===== config.mk =====
export PLATFORM = sky130hd
export DESIGN_NAME = mac_stream_sequencer_flat
export DESIGN_NICKNAME = d
export VERILOG_FILES = /design/src/rtl/mac_stream_sequencer_if.sv /design/src/rtl/mac_stream_sequencer.sv /design/src/flat_wrapper.sv
export SDC_FILE = /design/constraint.sdc
export NUM_CORES = 1
export LEC_CHECK = 0
export ABC_CLOCK_PERIOD_IN_PS = 2100
export CAP_MARGIN = 25
export CORE_UTILIZATION = 30
export CTS_CLUSTER_DIAMETER = 40
export CTS_CLUSTER_SIZE = 28
export DETAILED_ROUTE_END_ITERATION = 6
export PLACE_DENSITY = 0.71
export SYNTH_ARGS = -nofsm -noshare
export SYNTH_HDL_FRONTEND = slang
export SYNTH_SLANG_ARGS = --single-unit

===== constraint.sdc =====
create_clock -name clk -period 2.1 [get_ports clk]
set_input_delay 0.525 -clock clk [delete_from_list [all_inputs] [get_ports clk]]
set_output_delay 0.525 -clock clk [all_outputs]
set_load 0.01 [all_outputs]

===== src/rtl/mac_stream_sequencer_if.sv =====
// Bundle of the operand stream, MAC drive/feedback and result stream signals.
// slave is the sequencer's view; master is the surrounding logic
// (operand fetch, MAC, result consumer).
interface mac_stream_sequencer_if #(
    parameter int CNT_W = 5
);
    logic             in_valid;
    logic             in_ready;
    logic [7:0]       in_a;
    logic [7:0]       in_b;
    logic             in_last;
    logic [7:0]       mac_dataa;
    logic [7:0]       mac_datab;
    logic             mac_clken;
    logic             mac_sload;
    logic [17:0]      mac_adder_out;
    logic             res_valid;
    logic             res_ready;
    logic [17:0]      res_data;
    logic [CNT_W-1:0] res_len;
    logic             res_trunc;
    logic             busy;

    modport slave (
        input  in_valid, in_a, in_b, in_last, mac_adder_out, res_ready,
        output in_ready, mac_dataa, mac_datab, mac_clken, mac_sload,
               res_valid, res_data, res_len, res_trunc, busy
    );

    modport master (
        output in_valid, in_a, in_b, in_last, mac_adder_out, res_ready,
        input  in_ready, mac_dataa, mac_datab, mac_clken, mac_sload,
               res_valid, res_data, res_len, res_trunc, busy
    );
endinterface


===== src/rtl/mac_stream_sequencer.sv =====
// Sequences a shared 8x8 (unsigned A x signed B) multiply-accumulate unit
// over a valid/ready operand stream. The MAC registers its operands on a
// clken edge and folds the previously registered product into the
// accumulator on the same edge, so each vector needs one trailing DRAIN beat
// with zero operands. Those zeros also become the product discarded by the
// next vector's sload edge, which keeps vectors independent.
module mac_stream_sequencer #(
    parameter int MAX_LEN = 16,
    parameter int CNT_W   = 5
) (
    input  logic                  clk,
    input  logic                  aclr,
    mac_stream_sequencer_if.slave bus
);

    typedef enum logic [2:0] {
        IDLE  = 3'd0,
        ACC   = 3'd1,
        DRAIN = 3'd2,
        CAPT  = 3'd3,
        OUT   = 3'd4
    } state_t;

    localparam logic [CNT_W-1:0] LAST_IDX = CNT_W'(MAX_LEN - 1);

    state_t           state_q, state_d;
    logic [CNT_W-1:0] cnt_q, cnt_d;
    logic             trunc_q, trunc_d;
    logic [17:0]      res_data_q;
    logic [CNT_W-1:0] res_len_q;
    logic             res_trunc_q;

    logic             in_ready;
    logic             accept;
    logic             at_max;

    // Beats are only taken in IDLE/ACC, and never while reset is asserted.
    assign in_ready = !aclr && ((state_q == IDLE) || (state_q == ACC));
    assign accept   = in_ready && bus.in_valid;
    // The beat being accepted in ACC is beat MAX_LEN.
    assign at_max   = (cnt_q == LAST_IDX);

    // State, beat counter and truncation flag registers.
    always_ff @(posedge clk or posedge aclr) begin
        if (aclr) begin
            state_q <= IDLE;
            cnt_q   <= '0;
            trunc_q <= 1'b0;
        end else begin
            state_q <= state_d;
            cnt_q   <= cnt_d;
            trunc_q <= trunc_d;
        end
    end

    // Next-state, counter and truncation flag logic.
    always_comb begin
        state_d = state_q;
        cnt_d   = cnt_q;
        trunc_d = trunc_q;
        unique case (state_q)
            IDLE: begin
                if (accept) begin
                    cnt_d = CNT_W'(1);
                    if (bus.in_last || (MAX_LEN == 1)) begin
                        state_d = DRAIN;
                        trunc_d = (MAX_LEN == 1) && !bus.in_last;
                    end else begin
                        state_d = ACC;
                    end
                end
            end
            ACC: begin
                if (accept) begin
                    cnt_d = cnt_q + CNT_W'(1);
                    if (bus.in_last || at_max) begin
                        state_d = DRAIN;
                    end
                    if (at_max && !bus.in_last) begin
                        trunc_d = 1'b1;
                    end
                end
            end
            DRAIN: state_d = CAPT;
            CAPT:  state_d = OUT;
            OUT: begin
                if (bus.res_ready) begin
                    state_d = IDLE;
                    trunc_d = 1'b0;
                end
            end
            default: state_d = IDLE;
        endcase
    end

    // MAC drive: pass operands on accepted beats, zeros with clken in DRAIN.
    always_comb begin
        bus.mac_clken = 1'b0;
        bus.mac_sload = 1'b0;
        bus.mac_dataa = 8'd0;
        bus.mac_datab = 8'd0;
        if (accept) begin
            bus.mac_clken = 1'b1;
            bus.mac_sload = (state_q == IDLE);
            bus.mac_dataa = bus.in_a;
            bus.mac_datab = bus.in_b;
        end else if (state_q == DRAIN) begin
            bus.mac_clken = 1'b1;
        end
    end

    // Result holding register, loaded once the accumulator has settled.
    always_ff @(posedge clk or posedge aclr) begin
        if (aclr) begin
            res_data_q  <= '0;
            res_len_q   <= '0;
            res_trunc_q <= 1'b0;
        end else if (state_q == CAPT) begin
            res_data_q  <= bus.mac_adder_out;
            res_len_q   <= cnt_q;
            res_trunc_q <= trunc_q;
        end
    end

    // Status and result outputs.
    always_comb begin
        bus.in_ready  = in_ready;
        bus.res_valid = (state_q == OUT);
        bus.res_data  = res_data_q;
        bus.res_len   = res_len_q;
        bus.res_trunc = res_trunc_q;
        bus.busy      = (state_q != IDLE);
    end

endmodule

===== src/flat_wrapper.sv =====
// flat-port wrapper written by rule: the top's interface ports become plain ports
module mac_stream_sequencer_flat 
#(
    parameter int MAX_LEN = 16,
    parameter int CNT_W   = 5
)
  (clk, aclr, bus_in_valid, bus_in_a, bus_in_b, bus_in_last, bus_mac_adder_out, bus_res_ready, bus_in_ready, bus_mac_dataa, bus_mac_datab, bus_mac_clken, bus_mac_sload, bus_res_valid, bus_res_data, bus_res_len, bus_res_trunc, bus_busy);
  mac_stream_sequencer_if #(.CNT_W(CNT_W)) bus_i ();
  input  logic clk;
  input  logic aclr;
  input wire logic [$bits(bus_i.in_valid)-1:0] bus_in_valid;
  input wire logic [$bits(bus_i.in_a)-1:0] bus_in_a;
  input wire logic [$bits(bus_i.in_b)-1:0] bus_in_b;
  input wire logic [$bits(bus_i.in_last)-1:0] bus_in_last;
  input wire logic [$bits(bus_i.mac_adder_out)-1:0] bus_mac_adder_out;
  input wire logic [$bits(bus_i.res_ready)-1:0] bus_res_ready;
  output wire logic [$bits(bus_i.in_ready)-1:0] bus_in_ready;
  output wire logic [$bits(bus_i.mac_dataa)-1:0] bus_mac_dataa;
  output wire logic [$bits(bus_i.mac_datab)-1:0] bus_mac_datab;
  output wire logic [$bits(bus_i.mac_clken)-1:0] bus_mac_clken;
  output wire logic [$bits(bus_i.mac_sload)-1:0] bus_mac_sload;
  output wire logic [$bits(bus_i.res_valid)-1:0] bus_res_valid;
  output wire logic [$bits(bus_i.res_data)-1:0] bus_res_data;
  output wire logic [$bits(bus_i.res_len)-1:0] bus_res_len;
  output wire logic [$bits(bus_i.res_trunc)-1:0] bus_res_trunc;
  output wire logic [$bits(bus_i.busy)-1:0] bus_busy;
  assign bus_i.in_valid = bus_in_valid;
  assign bus_i.in_a = bus_in_a;
  assign bus_i.in_b = bus_in_b;
  assign bus_i.in_last = bus_in_last;
  assign bus_i.mac_adder_out = bus_mac_adder_out;
  assign bus_i.res_ready = bus_res_ready;
  assign bus_in_ready = bus_i.in_ready;
  assign bus_mac_dataa = bus_i.mac_dataa;
  assign bus_mac_datab = bus_i.mac_datab;
  assign bus_mac_clken = bus_i.mac_clken;
  assign bus_mac_sload = bus_i.mac_sload;
  assign bus_res_valid = bus_i.res_valid;
  assign bus_res_data = bus_i.res_data;
  assign bus_res_len = bus_i.res_len;
  assign bus_res_trunc = bus_i.res_trunc;
  assign bus_busy = bus_i.busy;
  mac_stream_sequencer #(.MAX_LEN(MAX_LEN), .CNT_W(CNT_W)) u_core (.clk(clk), .aclr(aclr), .bus(bus_i));
endmodule

==> results of run 1 <==
==> power by group <==
group	internal (mW)	switching (mW)	total [mW]
clock	0.296	0.221	0.517
combinational	0.989	0.612	1.60
sequential	0.938	0.169	1.11
==> cell usage after synthesis (2+ instances only) <==
cell type   n  area share (%)
and2_1     17             6.9
dfrtp_1    33              53
ha_1        2             1.6
nand2_1     7             1.7
mux2_2     21              15
buf_2       2            0.65
inv_1       5             1.2
o21ai_0     4             1.3
a21oi_1     4             1.3
or3_1       2            0.81
nand2b_1    2            0.81
nor2_1      7             1.7
clkbuf_1    3            0.73
buf_4       2            0.97
nand3b_1    2            0.97
==> worst max-delay path, cell delays in order, from the launching register on <==
cell	delay (ns)
dfrtp_2	0.44
nor4b_4	0.31
buf_4	0.19
buf_6	0.10
buf_6	0.09
and2_4	0.12
buf_6	0.09
==> final timing paths <==
check                                        endpoint             startpoint  cells past startpoint  slack [ns]
worst max-delay path                 bus_mac_dataa[2]      u_core.state_q[1]                      6       -0.04
worst min-delay path            u_core.bus.res_len[3]  u_core.bus.res_len[3]                      2        0.48
worst max register to register        u_core.cnt_q[3]      u_core.state_q[1]                      7        0.47
worst min register to register  u_core.bus.res_len[3]  u_core.bus.res_len[3]                      2        0.48
max in group asynchronous           u_core.state_q[1]                   aclr                      5        1.17
min in group asynchronous             u_core.cnt_q[0]                   aclr                      5        0.61
==> kinds of logic after synthesis <==
kind of cell / after synthesis
and+or+nand+nor: 46
DFF: 33
muxes: 22
AOI/OAI and AO/OA: 16
buffers and inverters: 13
adders and majority gates: 2
==> timing repair <==
item | 4_1_cts | 5_1_grt
buffers inserted | 7 | 0
gates cloned | 2 | 0
endpoints found under the setup margin | 21 | 17
pin swaps | 10 | 5
hold buffers | 0 | 0
gates resized for setup | 103 | 12
==> metal layers <==
layer,routed length [µm],track usage [%],share of wire (%)
met5,0,0,0
met4,82,6.20,2.1
met3,414,6.72,11
met2,1830,26.9,47
met1,1570,17.1,40
==> layout by cell type, fill, tap and decap left out, types with 4 or more instances in the layout <==
cell	n
clkbuf_8	7
inv_1	5
o21ai_0	4
and2_4	13
dfrtp_1	32
and2_1	4
buf_4	15
a21oi_1	4
buf_6	20
dlygate4sd2_1	5
clkdlybuf4s50_1	60
nand2_1	7
buf_2	6
mux2_2	21
nor2_1	7
==> cell type report <==
type                    instances  area (µm²)  share of cell area [%]
repair buffers                106        1010                    37.0
flip-flops and latches         33         827                    30.2
multi-input cells              86         693                    25.3
clock buffers                   7        96.3                    3.52
well taps                      67        83.8                    3.06
inverters                       5        18.8                   0.686
clock inverters                 1        5.00                   0.183
==> sequential cells by signal, summed over array words and instances, names as in the netlist <==
signal                cells
u_core.bus.res_data      18
u_core.bus.res_len        5
u_core.cnt_q              5
u_core.state_q            3
u_core.bus.res_trunc      1
u_core.trunc_q            1
==> flow_summary.yaml, run 1 <==
floorplan:
  initial_core_util_pct: 31.8
  io_pins: 84
  fp.coreArea_um2: 4850
  die_h_um: 73.7
  std_cell_rows: 25
  die-area_um2: 5440
  die_w_um: 73.7
sta:
  tns_ns: -0.0691
  rsz0062_at_grt: "true"
  clock.fmax_mhz: 466
  finalWorstSetupSlack_ns: -0.0444
  holdWs_ns: 0.482
  hold_viol: 0
  worst_slew_pin_slew_ns: 0.415
  final_max_slew_viol_count: 0
  finalCritPeriodShare_pct: 102
  fin_skew_ns: 0.00584
  slew_headroom_pct: 72.4
  min_period_ns: 2.14
  setup_violations: 2
worst_setup_path:
  startpoint_type: "flop"
  crit_path_end_kind: "output port"
  cp_max_fo: 4
  required_ns: 1.57
  cp.arrival_ns: 1.62
  setup.worst_path.class: "flop to output port"
placed_design:
  dp_hpwl_mm: 2.65
  gp_congestion: 0.847
  dp.cells: 288
  pre_cts_ws_ns: -0.518
  io_buffers: 83
  place_area_um2: 2520
cts:
  htree_levels: 2
  clock_latency_ns: 0.28
  clkTransAtPathRegs_ns: 0.07
  cts_sinks: 33
  tritoncts.num_buffers: 5
  cts_tree: "done"
  root_buffer: "clkbuf_8"
  cts_buffer_depth: 2
logic_synthesis:
  synth-adder-area-share_pct: 1.62
  synth_top_family_by_area: "simple AND/OR/NAND/NOR gates"
  synth-compound-area-share_pct: 6.73
  syn_area_um2: 1540
  yosys.area_share.simple_pct: 17.9
  ys_seq_area_share_pct: 53.5
  avgSynthCellArea_um2: 11.7
  synth_seq_cells: 33
  yosysUniqueCellTypes: 34
  synthMuxAreaShare_pct: 16.0
  async_flop_share_pct: 100
  synth_edf_count: 0
  ys.flop_type: "dfrtp_1"
  synth_fp_nets: 173
  yosys_warnings: 0
  synth_xor_area_share_pct: 0
  synth_cells: 132
global_routing:
  grt_max_degree: 34
  grt_pass1_vias: 1398
  grt_pass1_wl_mm: 6.22
  grt_overflow: 0
  antenna_found_initial: 0
  track_usage_pct: 15.7
routing:
  avgViaCountPerCell: 4.42
  wire_per_inst_um: 12.8
  finalWirelength_mm: 3.89
  drtPass1Iterations: 4
  num_vias: 1349
  drc_errors: 0
  ant_nets: 0
  drtIter0Drc: 48
pwr:
  ir_worst_vdd_mv: 0.373
  p_leak_nw: 1.23
  p_per_area_nw_per_um2: 1180
  power_mw: 3.23
layout:
  drive_gt1_share_pct: 36.6
  final_util_pct: 56.4
  nets: 278
  antenna_cells: 0
  num-fill-cells: 423
  area_growth_pct: 77.2
  final_cells: 305
  postLayoutCellArea_um2: 2740
job:
  drv_cap: 0
status:
  status: "finished with violations"
  violations: "setup timing"
min_path:
  hold_class: "flop to flop"
Note: power is estimated with default switching activity, not from simulation.
==> run 2, diff against run 1 <==
ABC_CLOCK_PERIOD_IN_PS = unset   (was 2100)
REMOVE_ABC_BUFFERS = 1   (was unset)
clock period = 2.43 ns   (was 2.1 ns; I/O delays follow)
==> flow_summary.yaml, run 2 (synthesized netlist as in run 1, its figures left out) <==
global_routing:
  track_usage_pct: 14.2
  grt_pass1_wl_mm: 5.72
  use_met1_pct: 15.2
  grt_pass1_vias: 1296
  grt_use_met3_pct: 6.31
  antenna_found_initial: 0
  grt_overflow: 0
  met2_usage_pct: 23.5
  grt.busiest_layer: "met2"
  grt_max_degree: 34
status:
  status: "completed"
layout:
  num-fill-cells: 448
  area_growth_pct: 68.6
  postLayoutCellArea_um2: 2600
  mostFrequentLayoutCells: "clkdlybuf4s50_1 (62), dfrtp_1 (32), mux2_2 (21), buf_4 (18), and2_1 (17)"
  antenna_cells: 0
  drive_gt1_share_pct: 26.0
  final_util_pct: 53.7
  largest_register_ffs: 18
  final_cells: 302
  final_common_cell: "clkdlybuf4s50_1"
  nets: 275
floorplan:
  die_w_um: 73.7
  die_h_um: 73.7
  initial_core_util_pct: 31.8
  std_cell_rows: 25
  die-area_um2: 5440
  io_pins: 84
  fp.coreArea_um2: 4850
sta:
  finalWorstSetupSlack_ns: 0.106
  setup_violations: 0
  rsz0062_at_grt: "false"
  slew_headroom_pct: 72.2
  fin_skew_ns: 0.0105
  worst_slew_pin_slew_ns: 0.417
  hold_viol: 0
  final_max_slew_viol_count: 0
  min_period_ns: 2.32
  clock.fmax_mhz: 430
  finalCritPeriodShare_pct: 95.6
routing:
  drtPass1Iterations: 2
  finalWirelength_mm: 3.60
  num_vias: 1365
  wire_per_inst_um: 11.9
  avgViaCountPerCell: 4.52
  drtIter0Drc: 20
  ant_nets: 0
  drc_errors: 0
min_path:
  hold_depth: 2
  hold_class: "flop to flop"
  holdCritStartpoint: "u_core.bus.res_len[2]"
cts:
  tritoncts.num_buffers: 5
  clkTransAtPathRegs_ns: 0.06
  clock_latency_ns: 0.28
  cts_sinks: 33
  htree_levels: 2
  root_buffer: "clkbuf_8"
  cts_buffer_depth: 2
  cts_tree: "done"
placed_design:
  dp.cells: 286
  pre_cts_ws_ns: -0.356
  gp_congestion: 0.750
  dp_hpwl_mm: 2.52
  io_buffers: 83
  place_area_um2: 2500
worst_setup_path:
  crit_path_end_kind: "output port"
  setup.worst_path.class: "primary input to output port"
  crit_start: "aclr"
  rr_worst_depth: 7
  cp_max_fo: 3
  cp.arrival_ns: 1.72
  r2r_start: "u_core.state_q[1]"
  startpoint_type: "primary input"
  required_ns: 1.82
pwr:
  p_leak_nw: 1.17
  power_mw: 2.66
  p_per_area_nw_per_um2: 1020
  ir_worst_vdd_mv: 0.322
job:
  drv_cap: 0
-- run 2: cell types whose count changed in the layout (fill, tap and decap cells not counted), sizes merged --
cell	delta
dlymetal6s2s	+1
clkbuf	+1
clkdlybuf4s50	+2
clkdlybuf4s15	+3
buf	-12
dlygate4sd2	+3
clkinv	-1
-- run 2: per-stage QoR --
step / TNS, ns / hold WS [ns]
floorplan: 0 / 0.484
global placement: -5.87 / 0.465
detailed placement: -6.28 / 0.474
CTS: 0 / 0.488
global route: 0 / 0.514
finish: 0 / 0.484
-- run 2: cell type report --
type                            instances  area (µm²)  share of cell area (%)
Tap cell                               67        83.8                    3.22
Clock buffer                            8        80.1                    3.08
Inverter                                5        18.8                   0.721
Sequential cell                        33         827                    31.8
Timing Repair Buffer                  103         932                    35.8
Multi-Input combinational cell         86         661                    25.4
-- run 2: worst max-delay path: stages --
cell             delay (ns)
clkdlybuf4s15_1        0.21
nor4b_4                0.29
buf_2                  0.18
buf_4                  0.10
and2_1                 0.11
clkdlybuf4s15_2        0.22
-- run 2: report_power, final --
| group | switching [mW] | total, mW | internal (mW) |
|---|---|---|---|
| clock network | 0.182 | 0.385 | 0.203 |
| logic | 0.508 | 1.31 | 0.804 |
| registers | 0.148 | 0.959 | 0.811 |
| total | 0.838 | 2.66 | 1.82 |
-- run 2: worst paths after layout --
kind / endpoint / slack (ns)
min: u_core.bus.res_len[2] / 0.48
max: bus_mac_datab[3] / 0.11
max reg2reg: u_core.cnt_q[0] / 0.76
min reg2reg: u_core.bus.res_len[2] / 0.48
max in group asynchronous: u_core.state_q[1] / 1.43
min in group asynchronous: u_core.state_q[2] / 0.68
-- run 2: repair_timing --
item | in CTS | in global routing
gates cloned | 2 | 0
buffers inserted | 6 | 0
pin swaps | 1 | 1
resized for setup | 55 | 4
hold buffers | 0 | 0
setup endpoints to repair | 19 | 12
-- run 2: layer usage --
metal / vias up / wire [µm]
li1: 659 / -
met1: 628 / 1460
met2: 71 / 1700
met3: 7 / 382
met4: 0 / 57
met5: - / 0
==> run 3, diff against run 2 <==
PLACE_DENSITY = unset   (was 0.71)
PLACE_DENSITY_LB_ADDON = 0.12   (was unset)
clock period = 2.1 ns   (was 2.43 ns; I/O delays follow)
==> flow_summary.yaml, run 3 (synthesized netlist as in run 1, its figures left out) <==
sta:
  clock.fmax_mhz: 457
  tns_ns: -0.433
  worst_slew_pin_slew_ns: 0.411
  setup_violations: 11
  final_max_slew_viol_count: 0
  hold_viol: 0
  rsz0062_at_grt: "true"
  finalCritPeriodShare_pct: 104
  fin_skew_ns: 0.00418
  finalWorstSetupSlack_ns: -0.0897
  slew_headroom_pct: 72.6
  min_period_ns: 2.19
cts:
  cts_hold_repair.buffers: 0
  htree_levels: 2
  clock_latency_ns: 0.27
  clkTransAtPathRegs_ns: 0.06
  root_buffer: "clkbuf_8"
  tritoncts.num_buffers: 5
  cts_tree: "done"
  cts_buffer_depth: 2
  cts_sinks: 33
floorplan:
  die_h_um: 73.7
  std_cell_rows: 25
  die-area_um2: 5440
  io_pins: 84
  initial_core_util_pct: 31.8
  fp.coreArea_um2: 4850
  die_w_um: 73.7
routing:
  avgViaCountPerCell: 4.48
  drtIter0Drc: 29
  wire_per_inst_um: 12.5
  finalWirelength_mm: 3.89
  drc_errors: 0
  num_vias: 1398
  ant_nets: 0
  drtPass1Iterations: 4
worst_setup_path:
  cp_max_fo: 4
  cp.arrival_ns: 1.66
  required_ns: 1.57
  setup.worst_path.class: "flop to output port"
  crit_path_end_kind: "output port"
  startpoint_type: "flop"
layout:
  mostFrequentLayoutCells: "clkdlybuf4s50_1 (60), dfrtp_1 (31), buf_6 (24), mux2_2 (21), buf_4 (21)"
  postLayoutCellArea_um2: 2800
  area_growth_pct: 81.4
  largest_register_ffs: 18
  drive_gt1_share_pct: 40.4
  final_util_pct: 57.8
  nets: 285
  antenna_cells: 0
  final_common_cell: "clkdlybuf4s50_1"
  num-fill-cells: 433
status:
  status: "finished with violations"
  violations: "setup timing"
global_routing:
  grt_pass1_vias: 1413
  met2_usage_pct: 29.3
  use_met1_pct: 15.1
  grt_pass1_wl_mm: 6.13
  track_usage_pct: 15.1
  grt_overflow: 0
  grt_max_degree: 34
  antenna_found_initial: 0
  grt_use_met3_pct: 3.70
  grt.busiest_layer: "met2"
job:
  drv_cap: 0
pwr:
  p_leak_nw: 1.26
  power_mw: 3.22
  p_per_area_nw_per_um2: 1150
  ir_worst_vdd_mv: 0.358
min_path:
  hold_class: "flop to flop"
placed_design:
  io_buffers: 83
  dp_hpwl_mm: 2.62
  place_area_um2: 2520
  gp_congestion: 0.743
-- run 3: changes by cell type in the layout (fill, tap and decap cells not counted), sizes merged --
| cell | before | now |
|---|---|---|
| clkdlybuf4s50 | 62 | 60 |
| buf | 29 | 48 |
| dlygate4sd2 | 8 | 4 |
| clkdlybuf4s15 | 3 | 0 |
| clkbuf | 8 | 7 |
| dlymetal6s2s | 1 | 0 |
| clkinv | 0 | 2 |
-- run 3: critical path, stage by stage (launching register included) --
cell and delay (ns):
dfrtp_2 0.44, nor4b_4 0.34, buf_4 0.20, buf_6 0.10, buf_6 0.09, and2_4 0.13
buf_6 0.09
-- run 3: power breakdown --
part	total (mW)	internal, mW	leakage [nW]	switching, mW
logic	1.66	1.04	0.826	0.623
clock network	0.441	0.229	0.0450	0.212
registers	1.12	0.940	0.389	0.181
total	3.22	2.21	1.26	1.02
-- run 3: cell type report --
class	instances	area [µm²]	area share (%)
clock buffer	6	72.6	2.59
clock inverter	2	10.0	0.357
inverter	5	18.8	0.670
multi-input combinational	86	703	25.1
sequential	33	828	29.6
tap	67	83.8	2.99
timing repair buffer	113	1080	38.7
-- run 3: path summary, 6_finish.rpt --
check / endpoint / slack, ns / startpoint / depth (start not counted)
max: bus_mac_datab[3] / -0.09 / u_core.state_q[1] / 6
min: u_core.bus.res_len[4] / 0.48 / u_core.bus.res_len[4] / 2
max reg2reg: u_core.cnt_q[1] / 0.26 / u_core.state_q[1] / 9
min reg2reg: u_core.bus.res_len[4] / 0.48 / u_core.bus.res_len[4] / 2
max in group asynchronous: u_core.state_q[2] / 1.30 / aclr / 4
min in group asynchronous: u_core.state_q[1] / 0.49 / aclr / 4
-- run 3: metal layers --
| layer | vias up | part of all wire (%) |
|---|---|---|
| li1 | 675 | - |
| met1 | 647 | 38 |
| met2 | 68 | 52 |
| met3 | 8 | 8.3 |
| met4 | 0 | 1.9 |
| met5 | - | 0 |
-- run 3: metrics by stage --
step / cells / setup WS [ns] / hold WS, ns
floorplan: 124 / 0.0138 / 0.484
finish: 312 / -0.0897 / 0.484
global route: 312 / -0.147 / 0.521
global placement: 289 / -0.482 / 0.463
CTS: 310 / -0.0940 / 0.485
detailed placement: 289 / -0.539 / 0.470
-- run 3: timing repair --
item / CTS / global route
endpoints found under the hold margin: 0 / 0
pin swaps: 9 / 7
setup buffers: 11 / 2
gates resized for setup: 105 / 21
endpoints found under the setup margin: 21 / 19
gates cloned: 2 / 0
==> RTL edit 1 (flow settings as in run 1) <==
`CNT_W` is set to 5 in 3 places; all go to 6.
--- a/src/rtl/mac_stream_sequencer_if.sv
+++ b/src/rtl/mac_stream_sequencer_if.sv
@@ -3,5 +3,5 @@
 // (operand fetch, MAC, result consumer).
 interface mac_stream_sequencer_if #(
-    parameter int CNT_W = 5
+    parameter int CNT_W = 6
 );
     logic             in_valid;
--- a/src/rtl/mac_stream_sequencer.sv
+++ b/src/rtl/mac_stream_sequencer.sv
@@ -7,5 +7,5 @@
 module mac_stream_sequencer #(
     parameter int MAX_LEN = 16,
-    parameter int CNT_W   = 5
+    parameter int CNT_W   = 6
 ) (
     input  logic                  clk,
--- a/src/flat_wrapper.sv
+++ b/src/flat_wrapper.sv
@@ -3,5 +3,5 @@
 #(
     parameter int MAX_LEN = 16,
-    parameter int CNT_W   = 5
+    parameter int CNT_W   = 6
 )
   (clk, aclr, bus_in_valid, bus_in_a, bus_in_b, bus_in_last, bus_mac_adder_out, bus_res_ready, bus_in_ready, bus_mac_dataa, bus_mac_datab, bus_mac_clken, bus_mac_sload, bus_res_valid, bus_res_data, bus_res_len, bus_res_trunc, bus_busy);
Interface: changed (resized bus_res_len); port bits go from 84 to 85. The function was not compared with the original's and may differ.
==> RTL edit 1 against run 1 <==
Setup slack better by 0.015 ns. Synthesized cell count is 5.3% higher. Power is 3.1% higher. Sequential cell count up 2. Global-route usage down 1.6 points. Design area up 6.5%. Sequential share of layout area down 0.17 points. Synthesized area increased by 7.6%. Critical path type unchanged. Routed wire length grew 1.3%. First-iteration DRC count up 13%. Register-to-register slack lost 0.02 ns. Die area rose by 7.4%. The run still ends with negative setup slack left.
==> RTL edit 1: results (changes against run 1) <==
{
  "fin_ws": {"value": -0.0295, "unit": "ns", "change": "+0.0149 ns"},
  "outcome": {"value": "finished, violations left"},
  "synth_compound_area_share": {"value": 7.23, "unit": "%", "change": "+0.50 points"},
  "dpl-instance-area": {"value": 2650, "unit": "um2", "change": "+5.2%"},
  "failed_checks": {"value": "negative setup slack"},
  "dp_hpwl": {"value": 2660, "unit": "um", "change": "+0.45%"},
  "tightest_pin_transition": {"value": 0.462, "unit": "ns", "change": "+0.0477 ns"},
  "synth_sequential_area_ratio": {"value": 52.7, "unit": "%", "change": "-0.77 points"},
  "fin_skew": {"value": 0.00442, "unit": "ns", "change": "-0.00142 ns"},
  "routed_wire_length_per_instance": {"value": 12.4, "unit": "um", "change": "-2.5%"},
  "report.final.setup_viol": {"value": 5, "change": "+3"},
  "ys_top_cells_by_count": {"value": "35 x sky130_fd_sc_hd__dfrtp_1, 25 x sky130_fd_sc_hd__mux2_2, 17 x sky130_fd_sc_hd__and2_1"},
  "arrival": {"value": 1.60, "unit": "ns", "change": "-0.02 ns"},
  "post_synth_fa_ha_maj_area_fraction": {"value": 0.753, "unit": "%", "change": "-0.87 points"},
  "grt_pass1_vias": {"value": 1399, "change": "+0.072%"},
  "drt_iter0_drc": {"value": 54, "change": "+13%"},
  "min-delay-start": {"value": "u_core.bus.res_len[5]"},
  "layout.nets": {"value": 287, "change": "+3.2%"},
  "largest_cells_by_area_after_synthesis": {"value": "sky130_fd_sc_hd__dfrtp_1 53%, sky130_fd_sc_hd__mux2_2 17%, sky130_fd_sc_hd__and2_1 6.4%, sky130_fd_sc_hd__nand2_1 1.8%, sky130_fd_sc_hd__a21oi_1 1.5%"},
  "drive_gt1_share": {"value": 40.5, "unit": "%", "change": "+3.9 points"},
  "yosysUniqueCellTypes": {"value": 36, "change": "+5.9%"},
  "place.port_buffers": {"value": 84, "change": "+1.2%"},
  "post_drt_via_cell_ratio": {"value": 4.47, "change": "+1.1%"},
  "grt_start_max_net_pins": {"value": 38, "change": "+12%"},
  "static-leakage-power": {"value": 1.33, "unit": "nW", "change": "+8.7%"}
}
-- RTL edit 1: kinds of logic after synthesis --
logic type | Yosys count
adders and majority gates | 1
and+or+nand+nor | 47
AOI/OAI and AO/OA | 18
muxes | 26
buffers and inverters | 12
DFF | 35
-- RTL edit 1: worst paths after layout --
check / to / slack (ns) / cells past startpoint
max: bus_mac_datab[6] / -0.03 / 6
min: u_core.bus.res_len[5] / 0.50 / 1
max reg2reg: u_core.cnt_q[2] / 0.45 / 6
min reg2reg: u_core.bus.res_len[5] / 0.50 / 1
max in group asynchronous: u_core.bus.res_len[2] / 1.23 / 4
min in group asynchronous: u_core.state_q[2] / 0.54 / 4
-- RTL edit 1: critical path: cells and delay by family, from the launching register on --
family | cells | cell delay, ns
simple gates | 2 | 0.46
buf+inv | 4 | 0.45
flops | 1 | 0.42
-- RTL edit 1: stage by stage --
step | std cells | total power (W) | TNS (ns) | util [%] | setup WS (ns)
final | 317 | 0.00333 | -0.119 | 56.0 | -0.0295
after global routing | 317 | 0.00355 | -0.725 | 56.0 | -0.108
after CTS | 317 | 0.00331 | -0.297 | 54.2 | -0.0357
after detailed placement | 296 | 0.00266 | -10.02 | 50.8 | -0.552
after global placement | 296 | 0.00264 | -9.52 | 50.8 | -0.524
after floorplan | 139 | 0.00187 | 0 | - | 0.180
-- RTL edit 1: metal layers --
layer | wire (um) | GRT usage (%)
met5 | 0 | 0
met4 | 41 | 4.42
met3 | 197 | 4.43
met2 | 1960 | 23.5
met1 | 1750 | 17.5
-- RTL edit 1: timing repair --
action | in CTS | in global routing
pin swaps | 12 | 4
setup endpoints to repair | 21 | 18
gates resized for setup | 97 | 27
cloned | 2 | 0
setup buffers | 12 | 1
-- RTL edit 1: where the power goes --
part	switching, W	internal (W)	leakage (nW)
Combinational	0.000615	0.00102	0.852
Sequential	0.000166	0.000949	0.429
Clock	0.000225	0.000348	0.0513
-- RTL edit 1: final cells by class --
class,count,area share (%)
inverters,3,0.515
flip-flops and latches,35,30.1
clock inverters,1,1.03
multi-input cells,92,26.4
clock buffers,6,2.49
well taps,70,3.01
repair buffers,110,36.5
